[src/rtl/hazard_ctrl_pkg.sv]
// Shared pipeline definitions for the hazard controller: FSM state encoding,
// register-file constants and the load-use comparator.
package hazard_ctrl_pkg;

   localparam int REG_W = 5;
   localparam logic [REG_W-1:0] REG_ZERO = '0;

   typedef enum logic [1:0] {
      HZ_RUN      = 2'd0,
      HZ_MD_WAIT  = 2'd1,
      HZ_REDIRECT = 2'd2
   } hz_state_e;

   // True when the load in EX writes a real register that the instruction in ID reads.
   function automatic logic load_use_hit(
      input logic [REG_W-1:0] rs1,
      input logic             rs1_en,
      input logic [REG_W-1:0] rs2,
      input logic             rs2_en,
      input logic [REG_W-1:0] rd,
      input logic             rd_en,
      input logic             is_load
   );
      logic match;
      match = (rs1_en && (rs1 == rd)) || (rs2_en && (rs2 == rd));
      return is_load && rd_en && (rd != REG_ZERO) && match;
   endfunction

endpackage

[src/rtl/hazard_ctrl_if.sv]
// Pipeline-to-hazard-controller signal bundle. The pipeline side (master)
// reports ID/EX operand and event information; the controller side (slave)
// returns stall/flush controls and the stall-cycle counter.
interface hazard_ctrl_if #(
   parameter int CNT_W = 32
);
   import hazard_ctrl_pkg::*;

   logic [REG_W-1:0] id_rs1;
   logic [REG_W-1:0] id_rs2;
   logic             id_rs1_en;
   logic             id_rs2_en;
   logic [REG_W-1:0] ex_rd;
   logic             ex_rd_en;
   logic             ex_is_load;
   logic             ex_mispredict;
   logic             md_start;
   logic             md_done;

   logic             pc_stall;
   logic             ifid_stall;
   logic             ifid_flush;
   logic             idex_stall;
   logic             idex_flush;
   logic [CNT_W-1:0] stall_cnt;

   modport master (
      output id_rs1, id_rs2, id_rs1_en, id_rs2_en,
      output ex_rd, ex_rd_en, ex_is_load, ex_mispredict,
      output md_start, md_done,
      input  pc_stall, ifid_stall, ifid_flush, idex_stall, idex_flush,
      input  stall_cnt
   );

   modport slave (
      input  id_rs1, id_rs2, id_rs1_en, id_rs2_en,
      input  ex_rd, ex_rd_en, ex_is_load, ex_mispredict,
      input  md_start, md_done,
      output pc_stall, ifid_stall, ifid_flush, idex_stall, idex_flush,
      output stall_cnt
   );

endinterface

[src/rtl/hazard_ctrl.sv]
// Pipeline hazard controller: resolves branch-mispredict redirects, multi-cycle
// mul/div waits and load-use interlocks into PC/IF-ID/ID-EX stall and flush
// controls. Outputs are Mealy: decoded from state, flush counter and inputs.
module hazard_ctrl
   import hazard_ctrl_pkg::*;
#(
   parameter int FLUSH_EXTRA = 1,
   parameter int CNT_W       = 32
) (
   input  logic         clk,
   input  logic         rst,
   hazard_ctrl_if.slave hif
);

   localparam logic [1:0] ST_RUN      = 2'(HZ_RUN);
   localparam logic [1:0] ST_MD_WAIT  = 2'(HZ_MD_WAIT);
   localparam logic [1:0] ST_REDIRECT = 2'(HZ_REDIRECT);
   localparam logic [1:0] FLUSH_LOAD  = 2'(FLUSH_EXTRA);

   logic [1:0]       state_q, state_d;
   logic [1:0]       flush_cnt_q, flush_cnt_d;
   logic [CNT_W-1:0] stall_cnt_q, stall_cnt_d;

   logic load_use;
   logic pc_stall, ifid_stall, ifid_flush, idex_stall, idex_flush;

   assign load_use = load_use_hit(hif.id_rs1, hif.id_rs1_en, hif.id_rs2, hif.id_rs2_en,
                                  hif.ex_rd, hif.ex_rd_en, hif.ex_is_load);

   // Next-state and Mealy output decode; reset masks every control output.
   always_comb begin
      state_d     = state_q;
      flush_cnt_d = flush_cnt_q;
      pc_stall    = 1'b0;
      ifid_stall  = 1'b0;
      ifid_flush  = 1'b0;
      idex_stall  = 1'b0;
      idex_flush  = 1'b0;
      if (!rst) begin
         case (state_q)
            ST_RUN: begin
               // Mispredict beats mul/div issue, which beats the load-use bubble.
               if (hif.ex_mispredict) begin
                  ifid_flush = 1'b1;
                  idex_flush = 1'b1;
                  if (FLUSH_LOAD != 2'd0) begin
                     state_d     = ST_REDIRECT;
                     flush_cnt_d = FLUSH_LOAD;
                  end
               end else if (hif.md_start) begin
                  // Issue cycle proceeds; a coincident load-use is re-seen after the wait.
                  state_d = ST_MD_WAIT;
               end else if (load_use) begin
                  pc_stall   = 1'b1;
                  ifid_stall = 1'b1;
                  idex_flush = 1'b1;
               end
            end
            ST_MD_WAIT: begin
               if (hif.md_done) begin
                  state_d = ST_RUN;
               end else begin
                  pc_stall   = 1'b1;
                  ifid_stall = 1'b1;
                  idex_stall = 1'b1;
               end
            end
            ST_REDIRECT: begin
               ifid_flush  = 1'b1;
               idex_flush  = 1'b1;
               flush_cnt_d = flush_cnt_q - 2'd1;
               if (flush_cnt_q <= 2'd1) begin
                  state_d     = ST_RUN;
                  flush_cnt_d = 2'd0;
               end
            end
            default: begin
               state_d     = ST_RUN;
               flush_cnt_d = 2'd0;
            end
         endcase
      end
   end

   // Stall-cycle counter saturates at all-ones instead of wrapping.
   always_comb begin
      stall_cnt_d = stall_cnt_q;
      if (pc_stall && (stall_cnt_q != '1)) begin
         stall_cnt_d = stall_cnt_q + CNT_W'(1);
      end
   end

   // State, flush counter and stall counter registers with synchronous reset.
   always_ff @(posedge clk) begin
      if (rst) begin
         state_q     <= ST_RUN;
         flush_cnt_q <= 2'd0;
         stall_cnt_q <= '0;
      end else begin
         state_q     <= state_d;
         flush_cnt_q <= flush_cnt_d;
         stall_cnt_q <= stall_cnt_d;
      end
   end

   assign hif.pc_stall   = pc_stall;
   assign hif.ifid_stall = ifid_stall;
   assign hif.ifid_flush = ifid_flush;
   assign hif.idex_stall = idex_stall;
   assign hif.idex_flush = idex_flush;
   assign hif.stall_cnt  = stall_cnt_q;

endmodule

[src/flat_wrapper.sv]
// flat-port wrapper written by rule: the top's interface ports become plain ports
module hazard_ctrl_flat import hazard_ctrl_pkg::*;
#(
   parameter int FLUSH_EXTRA = 1,
   parameter int CNT_W       = 32
)
  (clk, rst, hif_id_rs1, hif_id_rs2, hif_id_rs1_en, hif_id_rs2_en, hif_ex_rd, hif_ex_rd_en, hif_ex_is_load, hif_ex_mispredict, hif_md_start, hif_md_done, hif_pc_stall, hif_ifid_stall, hif_ifid_flush, hif_idex_stall, hif_idex_flush, hif_stall_cnt);
  hazard_ctrl_if #(.CNT_W(CNT_W)) hif_i ();
  input  logic clk;
  input  logic rst;
  input wire logic [$bits(hif_i.id_rs1)-1:0] hif_id_rs1;
  input wire logic [$bits(hif_i.id_rs2)-1:0] hif_id_rs2;
  input wire logic [$bits(hif_i.id_rs1_en)-1:0] hif_id_rs1_en;
  input wire logic [$bits(hif_i.id_rs2_en)-1:0] hif_id_rs2_en;
  input wire logic [$bits(hif_i.ex_rd)-1:0] hif_ex_rd;
  input wire logic [$bits(hif_i.ex_rd_en)-1:0] hif_ex_rd_en;
  input wire logic [$bits(hif_i.ex_is_load)-1:0] hif_ex_is_load;
  input wire logic [$bits(hif_i.ex_mispredict)-1:0] hif_ex_mispredict;
  input wire logic [$bits(hif_i.md_start)-1:0] hif_md_start;
  input wire logic [$bits(hif_i.md_done)-1:0] hif_md_done;
  output wire logic [$bits(hif_i.pc_stall)-1:0] hif_pc_stall;
  output wire logic [$bits(hif_i.ifid_stall)-1:0] hif_ifid_stall;
  output wire logic [$bits(hif_i.ifid_flush)-1:0] hif_ifid_flush;
  output wire logic [$bits(hif_i.idex_stall)-1:0] hif_idex_stall;
  output wire logic [$bits(hif_i.idex_flush)-1:0] hif_idex_flush;
  output wire logic [$bits(hif_i.stall_cnt)-1:0] hif_stall_cnt;
  assign hif_i.id_rs1 = hif_id_rs1;
  assign hif_i.id_rs2 = hif_id_rs2;
  assign hif_i.id_rs1_en = hif_id_rs1_en;
  assign hif_i.id_rs2_en = hif_id_rs2_en;
  assign hif_i.ex_rd = hif_ex_rd;
  assign hif_i.ex_rd_en = hif_ex_rd_en;
  assign hif_i.ex_is_load = hif_ex_is_load;
  assign hif_i.ex_mispredict = hif_ex_mispredict;
  assign hif_i.md_start = hif_md_start;
  assign hif_i.md_done = hif_md_done;
  assign hif_pc_stall = hif_i.pc_stall;
  assign hif_ifid_stall = hif_i.ifid_stall;
  assign hif_ifid_flush = hif_i.ifid_flush;
  assign hif_idex_stall = hif_i.idex_stall;
  assign hif_idex_flush = hif_i.idex_flush;
  assign hif_stall_cnt = hif_i.stall_cnt;
  hazard_ctrl #(.FLUSH_EXTRA(FLUSH_EXTRA), .CNT_W(CNT_W)) u_core (.clk(clk), .rst(rst), .hif(hif_i));
endmodule
[config.mk]
export PLATFORM = sky130hd
export DESIGN_NAME = hazard_ctrl_flat
export DESIGN_NICKNAME = d
export VERILOG_FILES = /design/src/rtl/hazard_ctrl_pkg.sv /design/src/rtl/hazard_ctrl_if.sv /design/src/rtl/hazard_ctrl.sv /design/src/flat_wrapper.sv
export SDC_FILE = /design/constraint.sdc
export NUM_CORES = 1
export LEC_CHECK = 0
export CAP_MARGIN = 10
export CORE_ASPECT_RATIO = 1.1
export CORE_MARGIN = 3
export CORE_UTILIZATION = 50
export CTS_CLUSTER_SIZE = 30
export DETAILED_ROUTE_END_ITERATION = 7
export GPL_ROUTABILITY_DRIVEN = 1
export PLACE_DENSITY = 0.85
export SLEW_MARGIN = 20
export SYNTH_ARGS = -nofsm -noshare
export SYNTH_HDL_FRONTEND = slang
export SYNTH_SLANG_ARGS = --single-unit
[constraint.sdc]
create_clock -name clk -period 3.4 [get_ports clk]
set_clock_uncertainty 0.2 [all_clocks]
set_input_delay 0.34 -clock clk [delete_from_list [all_inputs] [get_ports clk]]
set_output_delay 0.34 -clock clk [all_outputs]
set_load 0.1 [all_outputs]
==> impl_metrics.env, run 1 <==
export IMPL_status="complete, no violations"
export IMPL_drt_drc_violations_left=0
export IMPL_antenna_found_initial=0
export IMPL_vias=1953
export IMPL_switchingPower_mw=0.2131
export IMPL_worstRegToRegCells=8
export IMPL_switching_share=0.2253
export IMPL_coreArea_mm2=0.003684
export IMPL_cp_arrival_ps=2340
export IMPL_ctsHoldBuffers=0
export IMPL_grtUsageTotal=0.2225
export IMPL_place_hpwl_um=3611
export IMPL_fin_area_mm2=0.002771
export IMPL_fin_crit_ps=2875
export IMPL_hold_viol_final=0
export IMPL_n_antenna_cell=0
export IMPL_cts_tree="yes"
export IMPL_hold_path_class="register to register"
export IMPL_synth_area_leaders="dfxtp_1 37%, xnor2_1 15%, nor2_1 5.8%"
export IMPL_worstMarginPinSlew_ps=989.1
export IMPL_clkPwrFrac=0.438
export IMPL_place_gp_congestion=0.7895
export IMPL_grt_start_max_net_pins=39
export IMPL_io_pins=61
export IMPL_critPathKind="input pin to primary output"
export IMPL_synth_area_leader_cell="dfxtp_1"
export IMPL_grt_pass1_vias=1905
export IMPL_die_height_um=71.41
export IMPL_drive_above_1_share=0.09153
export IMPL_area_growth_syn_to_layout_pct=42.54
export IMPL_via_per_inst=5.661
export IMPL_port_buffers=60
export IMPL_cp_required_ps=2860
export IMPL_worstSetupEndpointType="primary output"
export IMPL_startpoint_type="input pin"
export IMPL_place_area_mm2=0.002645
export IMPL_hold_ws_ps=277.4
export IMPL_p_per_area_mw_per_mm2=341.2
export IMPL_leakage_nw=0.8361
export IMPL_drt_initial_drc_count=62
export IMPL_netlist_area_mm2=0.001944
export IMPL_yosys_register_bits=36
export IMPL_synthCells=236
export IMPL_synth_ff_type="dfxtp_1"
export IMPL_dieArea_mm2=0.004674
export IMPL_fin_crit_sh=0.8457
export IMPL_critPathMaxFanout=6
export IMPL_internal_power_mw=0.7326
export IMPL_antenna_left=0
export IMPL_htreeDepth=2
export IMPL_setup_viol=0
export IMPL_yosysWarnings=0
export IMPL_synth_cell_types=39
export IMPL_pwr_share_seq=0.453
export IMPL_slew_headroom=0.3385
export IMPL_synth_top_area_share=0.3707
export IMPL_cts_root_buf="clkbuf_8"
export IMPL_wl_per_cell_um=14.33
export IMPL_start_util=0.5279
export IMPL_drt_total_wl_um=4943
export IMPL_async_flop_share=0
export IMPL_synthesis_nets=261
export IMPL_synth_edf_count=0
export IMPL_grt_pass1_wl_um=8369
export IMPL_fmax_mhz=347.8
export IMPL_clkSinkCount=36
export IMPL_postCtsSetupRepairBufs=0
export IMPL_min_path_cells=1
export IMPL_syn_area_per_cell_um2=8.239
export IMPL_post_cts_resized=0
export IMPL_path_clk_slew_ps=70
export IMPL_grt_ovfl_total=0
export IMPL_drtPass1Iterations=4
export IMPL_synthTopCellsByCount="36 x dfxtp_1, 34 x xnor2_1, 30 x nor2_1"
export IMPL_rsz0062_at_grt="no"
export IMPL_numCtsBuffers=5
export IMPL_rows=23
export IMPL_drv_slew=0
export IMPL_ys_seq_area_frac=0.3707
export IMPL_cap_violations=0
export IMPL_clk_path_buf_depth=2
export IMPL_nets=319
export IMPL_yosysMostFrequentCell="dfxtp_1"
export IMPL_die_w_um=65.46
export IMPL_worstSkewPairLatency_ps=300
export IMPL_vdd_ir_drop_max_mv=0.2842
export IMPL_power_frac_comb=0.109
## layout make-up
type                    count  area, um2
clock inverters             1      30.03
multi-input cells         181       1159
repair buffers             64      680.7
flip-flops and latches     36      720.7
fillers                   267      912.1
clock buffers               7      96.34
well taps                  50      62.56
inverters                   6      22.52
## stage by stage
step           setup slack, ps  TNS (ps)  utilization  power [mW]  instances
6_report                 524.6         0       0.7524      0.9456        345
4_1_cts                  510.7         0       0.7524      0.9539        345
3_3_place_gp             544.8         0       0.7181      0.5397        337
3_5_place_dp             502.8         0       0.7181      0.5418        337
2_1_floorplan           -274.3    -274.3            -      0.4905        236
5_1_grt                  398.8         0       0.7524      0.9739        345
## cells in the final DEF, fill, tap and decap left out, types with 6 or more instances in the layout
cell type        Yosys  layout
xnor2_1             34      34
nor3_1              11      10
inv_1                6       6
nand3_1             16      16
clkbuf_8             0       7
nand2_1             17      17
dfxtp_1             36      36
a21oi_1             10       9
nand4_1              6       6
nor4b_1              6       6
clkdlybuf4s50_1      0      55
nor4_1               7       7
nor2_1              30      30
## worst max-delay path, stage by stage
cell and delay [ps]:
clkdlybuf4s50_1 470, or4_1 540, o211ai_1 260, nor3_2 70, a21oi_2 280, inv_1 170, buf_12 200
## worst paths after layout
kind | slack [ps] | startpoint | end
setup / recovery | 520 | hif_ex_rd[1] | hif_pc_stall
hold / removal | 280 | u_core.flush_cnt_q[1] | u_core.flush_cnt_q[1]
setup reg to reg | 740 | u_core.hif.stall_cnt[9] | u_core.hif.stall_cnt[0]
hold reg to reg | 280 | u_core.flush_cnt_q[1] | u_core.flush_cnt_q[1]
## per-layer routing
metal  track usage  routed length, um
met1        0.2591               2068
met2        0.3791               2412
met3       0.06426                371
met4       0.09447                 90
met5             0                  0
## registers in the layout, summed over array words and instances, names as in the netlist
signal / cells
u_core.hif.stall_cnt: 32
u_core.flush_cnt_q: 2
u_core.state_q: 2
## cells by family after synthesis
kind of cell	Yosys count	share of synthesized area
compound gates	25	0.07659
xor+xnor	34	0.1532
simple gates	121	0.3507
buf+inv	19	0.04247
flops	36	0.3707
fa+ha+maj	1	0.006434
## power groups by stage
stage	Combinational [mW]	Clock, mW	Sequential [mW]
global placement	0.102	0	0.438
detailed placement	0.104	0	0.438
floorplan	0.0527	0	0.438
finish	0.103	0.414	0.429
global route	0.109	0.436	0.429
CTS	0.104	0.422	0.429
Note: power is estimated with default switching activity, not from simulation.
==> run 2, diff against run 1 <==
--- a/config.mk
+++ b/config.mk
@@ -8,11 +8,11 @@
 export CAP_MARGIN = 10
 export CORE_ASPECT_RATIO = 1.1
 export CORE_MARGIN = 3
-export CORE_UTILIZATION = 50
+export CORE_UTILIZATION = 42
 export CTS_CLUSTER_SIZE = 30
 export DETAILED_ROUTE_END_ITERATION = 7
 export GPL_ROUTABILITY_DRIVEN = 1
-export PLACE_DENSITY = 0.85
+export PLACE_DENSITY = 0.76
 export SLEW_MARGIN = 20
 export SYNTH_ARGS = -nofsm -noshare
 export SYNTH_HDL_FRONTEND = slang
==> constraint.sdc (replaced) <==
create_clock -name clk -period 2.6 [get_ports clk]
set_clock_uncertainty 0.2 [all_clocks]
set_input_delay 0.26 -clock clk [delete_from_list [all_inputs] [get_ports clk]]
set_output_delay 0.26 -clock clk [all_outputs]
set_load 0.1 [all_outputs]
==> run 2 against run 1 <==
Compared with the run above:
- routed wire length increased by 1.4%
- die area increased by 17%
- combinational power increased by 45%
- core utilization decreased by 8.6 points
- clock power decreased by 4%
- sequential power increased by 31%
- register-to-register slack got worse by 540 ps
- clock-buffer cell count decreased by 2
- worst setup slack got worse by 420 ps
- highest routed layer unchanged
==> impl_metrics.env, run 2 (synthesized netlist as in run 1, its figures left out) <==
export IMPL_dp_slack_ps=-140.1
export IMPL_slew_headroom=0.7368
export IMPL_hold_path_class="register to register"
export IMPL_leakage_nw=1.010
export IMPL_coreArea_mm2=0.004379
export IMPL_fin_crit_sh=0.9596
export IMPL_clkPwrFrac=0.359
export IMPL_place_hpwl_um=3670
export IMPL_rows=25
export IMPL_via_per_inst=5.326
export IMPL_path_cells="clkdlybuf4s50_1 -> nor4b_2 -> o211ai_1 -> buf_4 -> buf_4 -> buf_4 -> buf_4 -> o21bai_4 -> buf_12"
export IMPL_fin_crit_ps=2495
export IMPL_port_buffers=60
export IMPL_mostFrequentLayoutCells="52 x buf_4, 34 x xnor2_1, 30 x nor2_1"
export IMPL_rr_startpoint="u_core.hif.stall_cnt[2]"
export IMPL_slowest_delay_ps=430
export IMPL_n_antenna_cell=0
export IMPL_startpoint_type="input pin"
export IMPL_vias=1960
export IMPL_crit_path_top_delay_cell="clkdlybuf4s50_1"
export IMPL_r2r_slack_ps=200
export IMPL_path_clk_slew_ps=70
export IMPL_drt_total_wl_um=5010
export IMPL_holdPathEnd="u_core.flush_cnt_q[1]"
export IMPL_clkSinkCount=36
export IMPL_p_per_area_mw_per_mm2=379.2
export IMPL_numCtsBuffers=5
export IMPL_start_util=0.4440
export IMPL_min_path_cells=1
export IMPL_final_common_cell="buf_4"
export IMPL_worstSkewPairLatency_ps=290
export IMPL_clk_path_buf_depth=2
export IMPL_cp_required_ps=2140
export IMPL_wl_per_cell_um=13.61
export IMPL_nets=338
export IMPL_crit_top_cell="buf_4"
export IMPL_cts_tree="yes"
export IMPL_largest_register_ff_count=32
export IMPL_hold_viol_final=0
export IMPL_drv_slew=0
export IMPL_regToRegEndpoint="u_core.hif.stall_cnt[28]"
export IMPL_place_area_mm2=0.002771
export IMPL_cp_arrival_ps=2040
export IMPL_grt_pass1_wl_um=8307
export IMPL_die_w_um=70.88
export IMPL_vdd_ir_drop_max_mv=0.2635
export IMPL_place_gp_congestion=0.8168
export IMPL_worstRegToRegCells=7
export IMPL_antenna_found_initial=0
export IMPL_htreeDepth=2
export IMPL_drt_drc_violations_left=0
export IMPL_setup_viol=0
export IMPL_critPathMaxFanout=2
export IMPL_switching_share=0.2623
export IMPL_min_from="u_core.flush_cnt_q[1]"
export IMPL_worstSetupEndpointType="primary output"
export IMPL_cap_violations=0
export IMPL_grt_ovfl_total=0
export IMPL_area_growth_syn_to_layout_pct=50.13
export IMPL_switchingPower_mw=0.2904
export IMPL_internal_power_mw=0.8165
export IMPL_critPathKind="input pin to primary output"
export IMPL_fin_area_mm2=0.002919
export IMPL_dieArea_mm2=0.005483
export IMPL_antenna_left=0
export IMPL_fmax_mhz=400.8
export IMPL_worst_slack_ps=105.0
export IMPL_grt_pass1_vias=1846
export IMPL_grt_start_max_net_pins=38
export IMPL_cts_root_buf="clkbuf_8"
export IMPL_drtPass1Iterations=4
export IMPL_drt_initial_drc_count=102
export IMPL_worstMarginPinSlew_ps=394.8
export IMPL_pwr_share_seq=0.506
export IMPL_grtUsageTotal=0.1830
export IMPL_status="complete, no violations"
export IMPL_drive_above_1_share=0.3599
export IMPL_die_height_um=77.36
export IMPL_rsz0062_at_grt="no"
export IMPL_io_pins=61
export IMPL_power_frac_comb=0.134
run 2: changes by cell type in the layout (fill, tap and decap cells not counted), sizes merged:
cell	previous run	this run
buf	9	60
bufinv	1	0
clkbuf	7	5
clkdlybuf4s50	55	19
clkinv	0	3
clkinvlp	0	1
dlygate4sd2	0	3
dlymetal6s2s	0	1
inv	6	5
run 2: routing by layer:
layer	GRT usage	wire, um	vias to the layer above
met2	0.3145	2477	49
met1	0.2316	2212	905
met3	0.03238	232	11
met4	0.05451	87	0
li1	-	-	995
met5	0	0	-
run 2: worst max-delay path by stage:
| stage | slack (ps) | endpoint | start | cells past startpoint |
|---|---|---|---|---|
| after global placement | -130 | hif_pc_stall | hif_ex_rd[1] | 8 |
| after detailed placement | -140 | hif_pc_stall | hif_ex_rd[1] | 8 |
| after global routing | 4 | u_core.hif.stall_cnt[5] | rst | 11 |
| final | 100 | hif_idex_flush | rst | 9 |
| after floorplan | -330 | hif_pc_stall | u_core.state_q[1] | 6 |
| after CTS | 40 | hif_pc_stall | hif_ex_rd[1] | 8 |
run 2: power groups by stage:
stage	clock [mW]	sequential (mW)	combinational (mW)
finish	0.398	0.561	0.149
global route	0.427	0.561	0.158
CTS	0.405	0.560	0.145
detailed placement	0	0.573	0.144
global placement	0	0.573	0.143
floorplan	0	0.573	0.0748
run 2: final cells by class:
| cell class | count | area (um2) |
|---|---|---|
| clock buffers | 5 | 68.82 |
| clock inverters | 3 | 18.77 |
| fillers | 365 | 1460 |
| inverters | 6 | 26.28 |
| multi-input cells | 181 | 1214 |
| flip-flops and latches | 36 | 753.2 |
| well taps | 54 | 67.56 |
| repair buffers | 83 | 770.7 |
run 2: worst max-delay path, delay by kind of cell:
kind                   cells  cell delay [ps]
AOI/OAI and AO/OA          2              320
buffers and inverters      6             1160
and+or+nand+nor            1              290
run 2: what timing repair did:
item                                   4_1_cts  5_1_grt
pin swaps                                    3        3
resized for setup                            4        5
endpoints found under the hold margin        0        0
hold buffers                                 0        0
setup endpoints to repair                    2        9
buffers inserted                             5        0
cloned                                       0        0
run 2: metrics by stage:
step	cells	power, mW	utilization	TNS (ps)	hold slack (ps)
5_1_grt	368	1.146	0.6666	0	304.9
3_3_place_gp	355	0.7158	0.6329	-912.0	264.7
4_1_cts	368	1.111	0.6614	0	287.9
3_5_place_dp	355	0.7172	0.6329	-1387	274.4
6_report	368	1.107	0.6666	0	296.9
2_1_floorplan	236	0.6478	-	-3104	230.8
